## src/rtl/ring_osc_meas_ctrl.sv

```systemverilog
// ring_osc_meas_ctrl: selects, configures, settles and edge-counts one of 12 ring oscillators over a gated window.
module ring_osc_meas_ctrl #(
  parameter int SETTLE_CYCLES = 8,
  parameter int CNT_W = 20
) (
  input  logic             clk,
  input  logic             rst,
  input  logic             start,
  input  logic [3:0]       osc_sel,
  input  logic [7:0]       cfg_a,
  input  logic             cfg_ntest,
  input  logic [3:0]       gate_log2,
  input  logic [11:0]      osc_y,
  output logic [11:0]      osc_en,
  output logic [7:0]       osc_a,
  output logic             osc_ntest,
  output logic             busy,
  output logic             done,
  output logic             err,
  output logic             ovf,
  output logic [CNT_W-1:0] count
);
  typedef enum logic [1:0] {IDLE, SETTLE, MEASURE, DONE} state_t;
  state_t state, state_nxt;
  logic [3:0] sel_q, g_q;
  logic [7:0] a_q;
  logic ntest_q, sync_q, sync_qq, ovf_acc, ovf_nxt, inc, sat, run, sel_ok;
  logic [19:0] tmr;
  logic [CNT_W-1:0] cnt, cnt_nxt;
  logic [15:0] y_pad;
  assign y_pad = {4'b0, osc_y};
  assign sel_ok = osc_sel < 4'd12;
  assign inc = (state == MEASURE) && sync_q && !sync_qq;
  assign sat = &cnt;
  assign cnt_nxt = (inc && !sat) ? cnt + 1'b1 : cnt;
  assign ovf_nxt = ovf_acc | (inc & sat);
  always_ff @(posedge clk or posedge rst)
    if (rst) state <= IDLE;
    else state <= state_nxt;
  always_comb begin
    state_nxt = state;
    case (state)
      IDLE:    state_nxt = start ? (sel_ok ? SETTLE : DONE) : IDLE;
      SETTLE:  state_nxt = (tmr == '0) ? MEASURE : SETTLE;
      MEASURE: state_nxt = (tmr == '0) ? DONE : MEASURE;
      default: state_nxt = IDLE;
    endcase
  end
  always_comb begin
    run = (state == SETTLE) || (state == MEASURE);
    osc_en = run ? 12'(12'd1 << sel_q) : '0;
    osc_a = run ? a_q : '0;
    osc_ntest = run & ntest_q;
    busy = state != IDLE;
    done = state == DONE;
  end
  // the synchronizer keeps running through SETTLE so it is primed when counting begins
  always_ff @(posedge clk or posedge rst)
    if (rst) begin
      sel_q <= '0;
      g_q <= '0;
      a_q <= '0;
      ntest_q <= 1'b0;
      sync_q <= 1'b0;
      sync_qq <= 1'b0;
      tmr <= '0;
      cnt <= '0;
      ovf_acc <= 1'b0;
      err <= 1'b0;
      ovf <= 1'b0;
      count <= '0;
    end else begin
      sync_q <= y_pad[sel_q];
      sync_qq <= sync_q;
      if (state == IDLE && start) begin
        sel_q <= osc_sel;
        g_q <= gate_log2;
        a_q <= cfg_a;
        ntest_q <= cfg_ntest;
        tmr <= 20'(SETTLE_CYCLES - 1);
        err <= !sel_ok;
        ovf <= 1'b0;
        if (!sel_ok) count <= '0;
      end
      if (state == SETTLE) begin
        tmr <= (tmr == '0) ? (20'd1 << (5'(g_q) + 5'd4)) - 20'd1 : tmr - 20'd1;
        cnt <= '0;
        ovf_acc <= 1'b0;
      end
      if (state == MEASURE) begin
        tmr <= tmr - 20'd1;
        cnt <= cnt_nxt;
        ovf_acc <= ovf_nxt;
        if (tmr == '0) begin
          count <= cnt_nxt;
          ovf <= ovf_nxt;
        end
      end
    end
endmodule
```

## config.mk

```make
export PLATFORM = sky130hd
export DESIGN_NAME = ring_osc_meas_ctrl
export DESIGN_NICKNAME = d
export VERILOG_FILES = /design/src/rtl/ring_osc_meas_ctrl.sv
export SDC_FILE = /design/constraint.sdc
export NUM_CORES = 1
export LEC_CHECK = 0
export BUFFER_PORTS_ARGS = -buffer_cell sky130_fd_sc_hd__clkbuf_2
export CAP_MARGIN = 20
export CORE_UTILIZATION = 39
export DETAILED_ROUTE_END_ITERATION = 12
export GPL_ROUTABILITY_DRIVEN = 0
export SLEW_MARGIN = 10
export SYNTH_ARGS = -nofsm -noshare
export SYNTH_HDL_FRONTEND = slang
export SYNTH_SLANG_ARGS = --single-unit
```

## constraint.sdc

```tcl
create_clock -name clk -period 6.1 [get_ports clk]
set_clock_uncertainty 0.2 [all_clocks]
set_input_delay 0.305 -clock clk [delete_from_list [all_inputs] [get_ports clk]]
set_output_delay 0.305 -clock clk [all_outputs]
set_load 0.01 [all_outputs]
```

==> results of run 1 <==
[cell usage in the layout, fill, tap and decap left out, types with 6 or more instances in the layout]
| cell | n |
|---|---|
| buf_4 | 7 |
| nand2_1 | 41 |
| a31oi_1 | 10 |
| clkbuf_16 | 9 |
| mux2i_1 | 6 |
| nand3_1 | 38 |
| mux2_2 | 18 |
| a21oi_1 | 22 |
| a221o_1 | 6 |
| and2_1 | 17 |
| a211oi_1 | 6 |
| nand2b_1 | 7 |
| ha_1 | 12 |
| and4_1 | 7 |
| inv_1 | 15 |
| or3_1 | 6 |
| nor2_1 | 30 |
| or4_1 | 7 |
| o31ai_1 | 6 |
| nand3b_1 | 6 |
| nor4_1 | 20 |
| xnor2_1 | 15 |
| dlygate4sd3_1 | 16 |
| o2bb2ai_1 | 9 |
| clkbuf_2 | 76 |
| o21ai_0 | 44 |
| nor3_1 | 17 |
| nand4_1 | 7 |
| a21o_1 | 13 |
| dfrtp_1 | 84 |
[synth_stat cells, types with 6 or more instances]
library cell / count / area share [%]
and2_1: 17 / 2.0
nand2b_1: 7 / 0.84
a21o_1: 13 / 1.9
a31oi_1: 10 / 1.2
inv_1: 16 / 1.2
nor2_1: 30 / 2.2
nand3b_1: 6 / 0.87
clkbuf_1: 32 / 2.3
nor3_1: 17 / 1.6
and4_1: 7 / 1.2
a221o_1: 6 / 1.2
nor4_1: 20 / 2.4
dfrtp_1: 84 / 40
or3_1: 6 / 0.72
nand3_1: 38 / 3.7
or4_1: 7 / 1.0
o21ai_0: 44 / 4.2
a211oi_1: 6 / 0.87
mux2i_1: 6 / 1.2
mux2_2: 18 / 3.9
nand4_1: 7 / 0.84
ha_1: 12 / 2.9
o31ai_1: 6 / 0.87
nand2_1: 41 / 3.0
o2bb2ai_1: 9 / 1.5
a21oi_1: 22 / 2.1
xnor2_1: 15 / 2.5
[final timing paths]
path                                             end               start  cells past startpoint  slack (ps)
worst min register to register     sync_qq$_DFF_PP0_    sync_q$_DFF_PP0_                      0         240
worst max register to register   tmr[12]$_DFFE_PP0P_  g_q[2]$_DFFE_PP0P_                     10        2250
max in group asynchronous        count[13]$_DFF_PP0_                 rst                      4        4280
worst min-delay path            sel_q[2]$_DFFE_PP0P_          osc_sel[2]                      2          10
worst max-delay path             tmr[12]$_DFFE_PP0P_  g_q[2]$_DFFE_PP0P_                     10        2250
min in group asynchronous         tmr[7]$_DFFE_PP0P_                 rst                      3         240
[metrics by stage]
stage	power, mW	instances	setup WS [ps]	hold WS (ps)
floorplan	1.70	568	2620	174
global placement	2.03	787	2420	58.7
detailed placement	2.06	787	2250	61.1
CTS	2.60	819	2250	6.20
global route	2.79	819	2010	15.8
finish	2.59	819	2250	12.5
[flip-flops by register name, indices dropped and copies added (netlist names), 2 cells and up]
signal,cells
sel_q,4
count,20
a_q,8
g_q,4
cnt,20
state,2
tmr,20
[cells by family after synthesis]
| kind of cell | synth area share, % |
|---|---|
| AO/OA/AOI/OAI | 18.6 |
| buffers and inverters | 3.88 |
| XOR/XNOR | 3.37 |
| flip-flops | 40.5 |
| multiplexers | 6.36 |
| adder cells (fa/ha/maj) | 2.89 |
| AND/OR/NAND/NOR | 24.5 |
[critical path: stages (launching register included)]
cell and delay (ps):
dfrtp_1 530, clkinv_1 280, ha_1 490, nand2b_1 250
or2_2 310, or3b_2 450, ha_1 370, a21oi_1 220
o31ai_1 90, a41o_1 250, o41ai_1 310
[layer usage]
metal	routed length [um]	vias up	part of all wire [%]
li1	-	2275	-
met1	6730	2254	50
met2	5760	188	42
met3	862	17	6.4
met4	221	0	1.6
met5	0	-	0
[cell type report]
class | count | area [sq um]
clock buffer | 13 | 260
clock inverter | 3 | 21.3
fill | 1252 | 6680
inverter | 17 | 65.1
multi-input combinational | 431 | 2890
sequential | 84 | 2100
tap | 172 | 215
timing repair buffer | 99 | 593
[power by group through the flow]
| stage | clock network (mW) | logic (mW) | registers (mW) |
|---|---|---|---|
| global route | 0.562 | 1.33 | 0.892 |
| finish | 0.526 | 1.21 | 0.861 |
| floorplan | 0 | 0.874 | 0.825 |
| detailed placement | 0 | 1.19 | 0.868 |
| global placement | 0 | 1.18 | 0.859 |
| CTS | 0.539 | 1.20 | 0.860 |
==> results.toml, run 1 <==
[setup_path]
required_ps = 6130
arrival_ps = 3880
crit_path_end_kind = "register"
crit_type = "register to register"
critPathMaxFanout = 14
start_kind = "register"

[final_layout]
diodes = 0
nNetsFinal = 686
fin_area_sq_um = 6150
drive_gt1_share_pct = 20.2
final_core_util_pct = 47.9
layout-area-overhead-vs-synth_pct = 18.4

[synthesis]
synth-async-reset-ratio_pct = 100
synth_area_sq_um = 5190
synth_edf_count = 0
netlist-cell-type-count = 65
synthFlopType = "dfrtp_1"
syn-num-nets = 612
avgSynthCellArea_sq_um = 9.14
seq_area_frac_synth_pct = 40.5
synth-seq-cells = 84
ys.warnings.count = 0
syn_inst = 568

[floorplanning]
die-area_sq_um = 13800
die_w_um = 117
die_height_um = 117
core_sq_um = 12800
initial_utilization_pct = 40.5
rows = 41
io_pins = 77

[power_and_ir_drop]
p_sw_mw = 1.10
power_density_nw_per_um2 = 422
power_frac_comb_pct = 46.6
p_int_mw = 1.49
pwr-share-clk_pct = 20.3
ir_drop_mv = 0.277
p_leak_nw = 2.71
p_seq_share_pct = 33.2
swShare_pct = 42.5

[global_routing]
grt_max_degree = 68
grt.overflow.total = 0
grt_busiest_layer = "met2"
use_met3_pct = 3.50
grtUsageTotal_pct = 20.7
met1_usage_pct = 30.2
grt_pass1_vias = 4327
grt_pass1_wl_um = 22900
use_met2_pct = 30.3
antenna_found_initial = 0

[detailed_routing]
num_vias = 4734
drtIter0Drc = 323
dr.pass1.iters = 6
drcViolationCount = 0
antenna_left = 0
avgViaCountPerCell = 5.78
wl_um = 13600
wl_per_cell_um = 16.6

[run]
maxCapViolCount = 0

[worst_hold_path]
hp-class = "input pin to register"

[placed_design]
dp_hpwl_um = 9570
io_buffers = 76
placed_area_sq_um = 5700

[clock_tree]
cts_buffer_depth = 2
path_clk_slew_ps = 60
clock_latency_ps = 350
clkSinkCount = 84
numCtsBuffers = 9
ctsHoldBuffers = 16
cts_max_level = 3
post_cts_buffers = 0
clock-root-buffer = "clkbuf_16"
cts_tree = "built"
cts_resized = 0

[sta]
slew_violations = 0
grt_setup_unrepaired = "false"
hold_viol = 0
fin_crit_sh_pct = 63.1
fmax_mhz = 260
period_minus_slack_ps = 3850
setup_viol = 0
maxSlewHeadroom_pct = 38.9
setup_tns_ps = 0
tightest_slew_ps = 911

[run_status]
status = "completed"
Power figures use the tool's default switching activity.
==> run 2, diff against run 1 <==
clock period = 3.2 ns   (was 6.1 ns; I/O delays follow)
==> run 2 against run 1 <==
Compared with the run above:
- sequential cell count is the same
- via count grew 1.4%
- global-route usage grew 0.69 points
- clock-buffer cell count decreased by 1
- critical endpoint unchanged
==> results.toml, run 2 (same netlist as run 1, synthesis figures left out) <==
[sta]
setup_tns_ps = 0
hold_viol = 0
period_minus_slack_ps = 3040
grt_setup_unrepaired = "false"
hold_slack_ps = 77.2
slew_violations = 0
tightest_slew_ps = 829
maxSlewHeadroom_pct = 44.6
fin_crit_sh_pct = 94.9
setup_viol = 0
fmax_mhz = 329

[placed_design]
dp_hpwl_um = 10300
placed_area_sq_um = 5850
io_buffers = 76

[detailed_routing]
dr.pass1.iters = 5
num_vias = 4798
wl_per_cell_um = 16.9
wl_um = 14300
drcViolationCount = 0
antenna_left = 0
drtIter0Drc = 279
avgViaCountPerCell = 5.70

[global_routing]
grt.overflow.total = 0
grt_pass1_wl_um = 23700
grt_max_degree = 36
grt_pass1_vias = 4572
antenna_found_initial = 0
grtUsageTotal_pct = 21.4

[power_and_ir_drop]
p_total_mw = 5.21
ir_drop_mv = 0.577
power_density_nw_per_um2 = 818
p_leak_nw = 2.84

[clock_tree]
clock_latency_ps = 350
clock-root-buffer = "clkbuf_16"
cts_max_level = 3
clkSinkCount = 84
cts_tree = "built"
cts_buffer_depth = 2
path_clk_slew_ps = 70
numCtsBuffers = 9

[floorplanning]
die_height_um = 117
io_pins = 77
rows = 41
core_sq_um = 12800
die-area_sq_um = 13800
initial_utilization_pct = 40.5
die_w_um = 117

[setup_path]
arrival_ps = 3080
start_kind = "register"
crit_path_end_kind = "register"
critPathMaxFanout = 9
crit_type = "register to register"
required_ps = 3240

[final_layout]
fin_area_sq_um = 6370
final_common_cell = "dfrtp_1"
layout-area-overhead-vs-synth_pct = 22.7
diodes = 0
drive_gt1_share_pct = 23.6
nNetsFinal = 709
reg_top3 = "cnt (20), count (20), tmr (20)"
final_cell_mix = "dfrtp_1, clkbuf_2, o21ai_0, nand2_1, nand3_1"

[run_status]
status = "completed"

[worst_hold_path]
hp-class = "input pin to register"

[run]
maxCapViolCount = 0
[run 2: repair_timing]
action	in CTS	in global routing
setup endpoints to repair	0	1
hold buffers	18	0
setup buffers	0	4
endpoints found under the hold margin	40	0
gates resized for setup	0	3
[run 2: power breakdown]
part           internal (mW)  total [mW]  switching [mW]
logic                   1.08        2.53            1.45
registers               1.34        1.65           0.303
clock network          0.625        1.04           0.419
total                   3.05        5.21            2.17
[run 2: metrics by stage]
step	utilization, %	setup WS [ps]	cells
finish	49.7	163	842
detailed placement	45.6	41.4	804
floorplan	-	37.1	568
global placement	45.6	159	804
global route	49.7	22.7	842
CTS	49.3	12.6	838
[run 2: cell type report]
| class | count | area [sq um] |
|---|---|---|
| Fill cell | 1221 | 6450 |
| Multi-Input combinational cell | 431 | 2920 |
| Sequential cell | 84 | 2100 |
| Timing Repair Buffer | 122 | 771 |
| Clock buffer | 12 | 246 |
| Tap cell | 172 | 215 |
| Inverter | 17 | 70.1 |
| Clock inverter | 4 | 48.8 |
[run 2: worst max-delay path: stages (launching register included)]
cell	delay [ps]
dfrtp_2	390
clkinv_4	80
ha_1	300
nand2b_1	190
or2_2	300
or3b_2	490
ha_4	220
a21oi_2	140
o31ai_1	80
a41o_1	270
o41ai_2	280
[run 2: worst paths after layout]
kind	start	to	slack, ps	cells past startpoint
worst max-delay path	g_q[2]$_DFFE_PP0P_	tmr[12]$_DFFE_PP0P_	160	10
worst min-delay path	osc_y[7]	sync_q$_DFF_PP0_	80	4
worst max register to register	g_q[2]$_DFFE_PP0P_	tmr[12]$_DFFE_PP0P_	160	10
worst min register to register	sync_q$_DFF_PP0_	sync_qq$_DFF_PP0_	220	0
max in group asynchronous	rst	count[13]$_DFF_PP0_	1830	4
min in group asynchronous	rst	tmr[5]$_DFFE_PP0P_	160	3
[run 2: layer usage]
layer	GRT usage (%)	vias up	wire, um
met4	6.17	0	146
li1	-	2311	-
met2	31.0	198	6100
met1	32.1	2277	7090
met5	0	-	0
met3	3.84	12	928
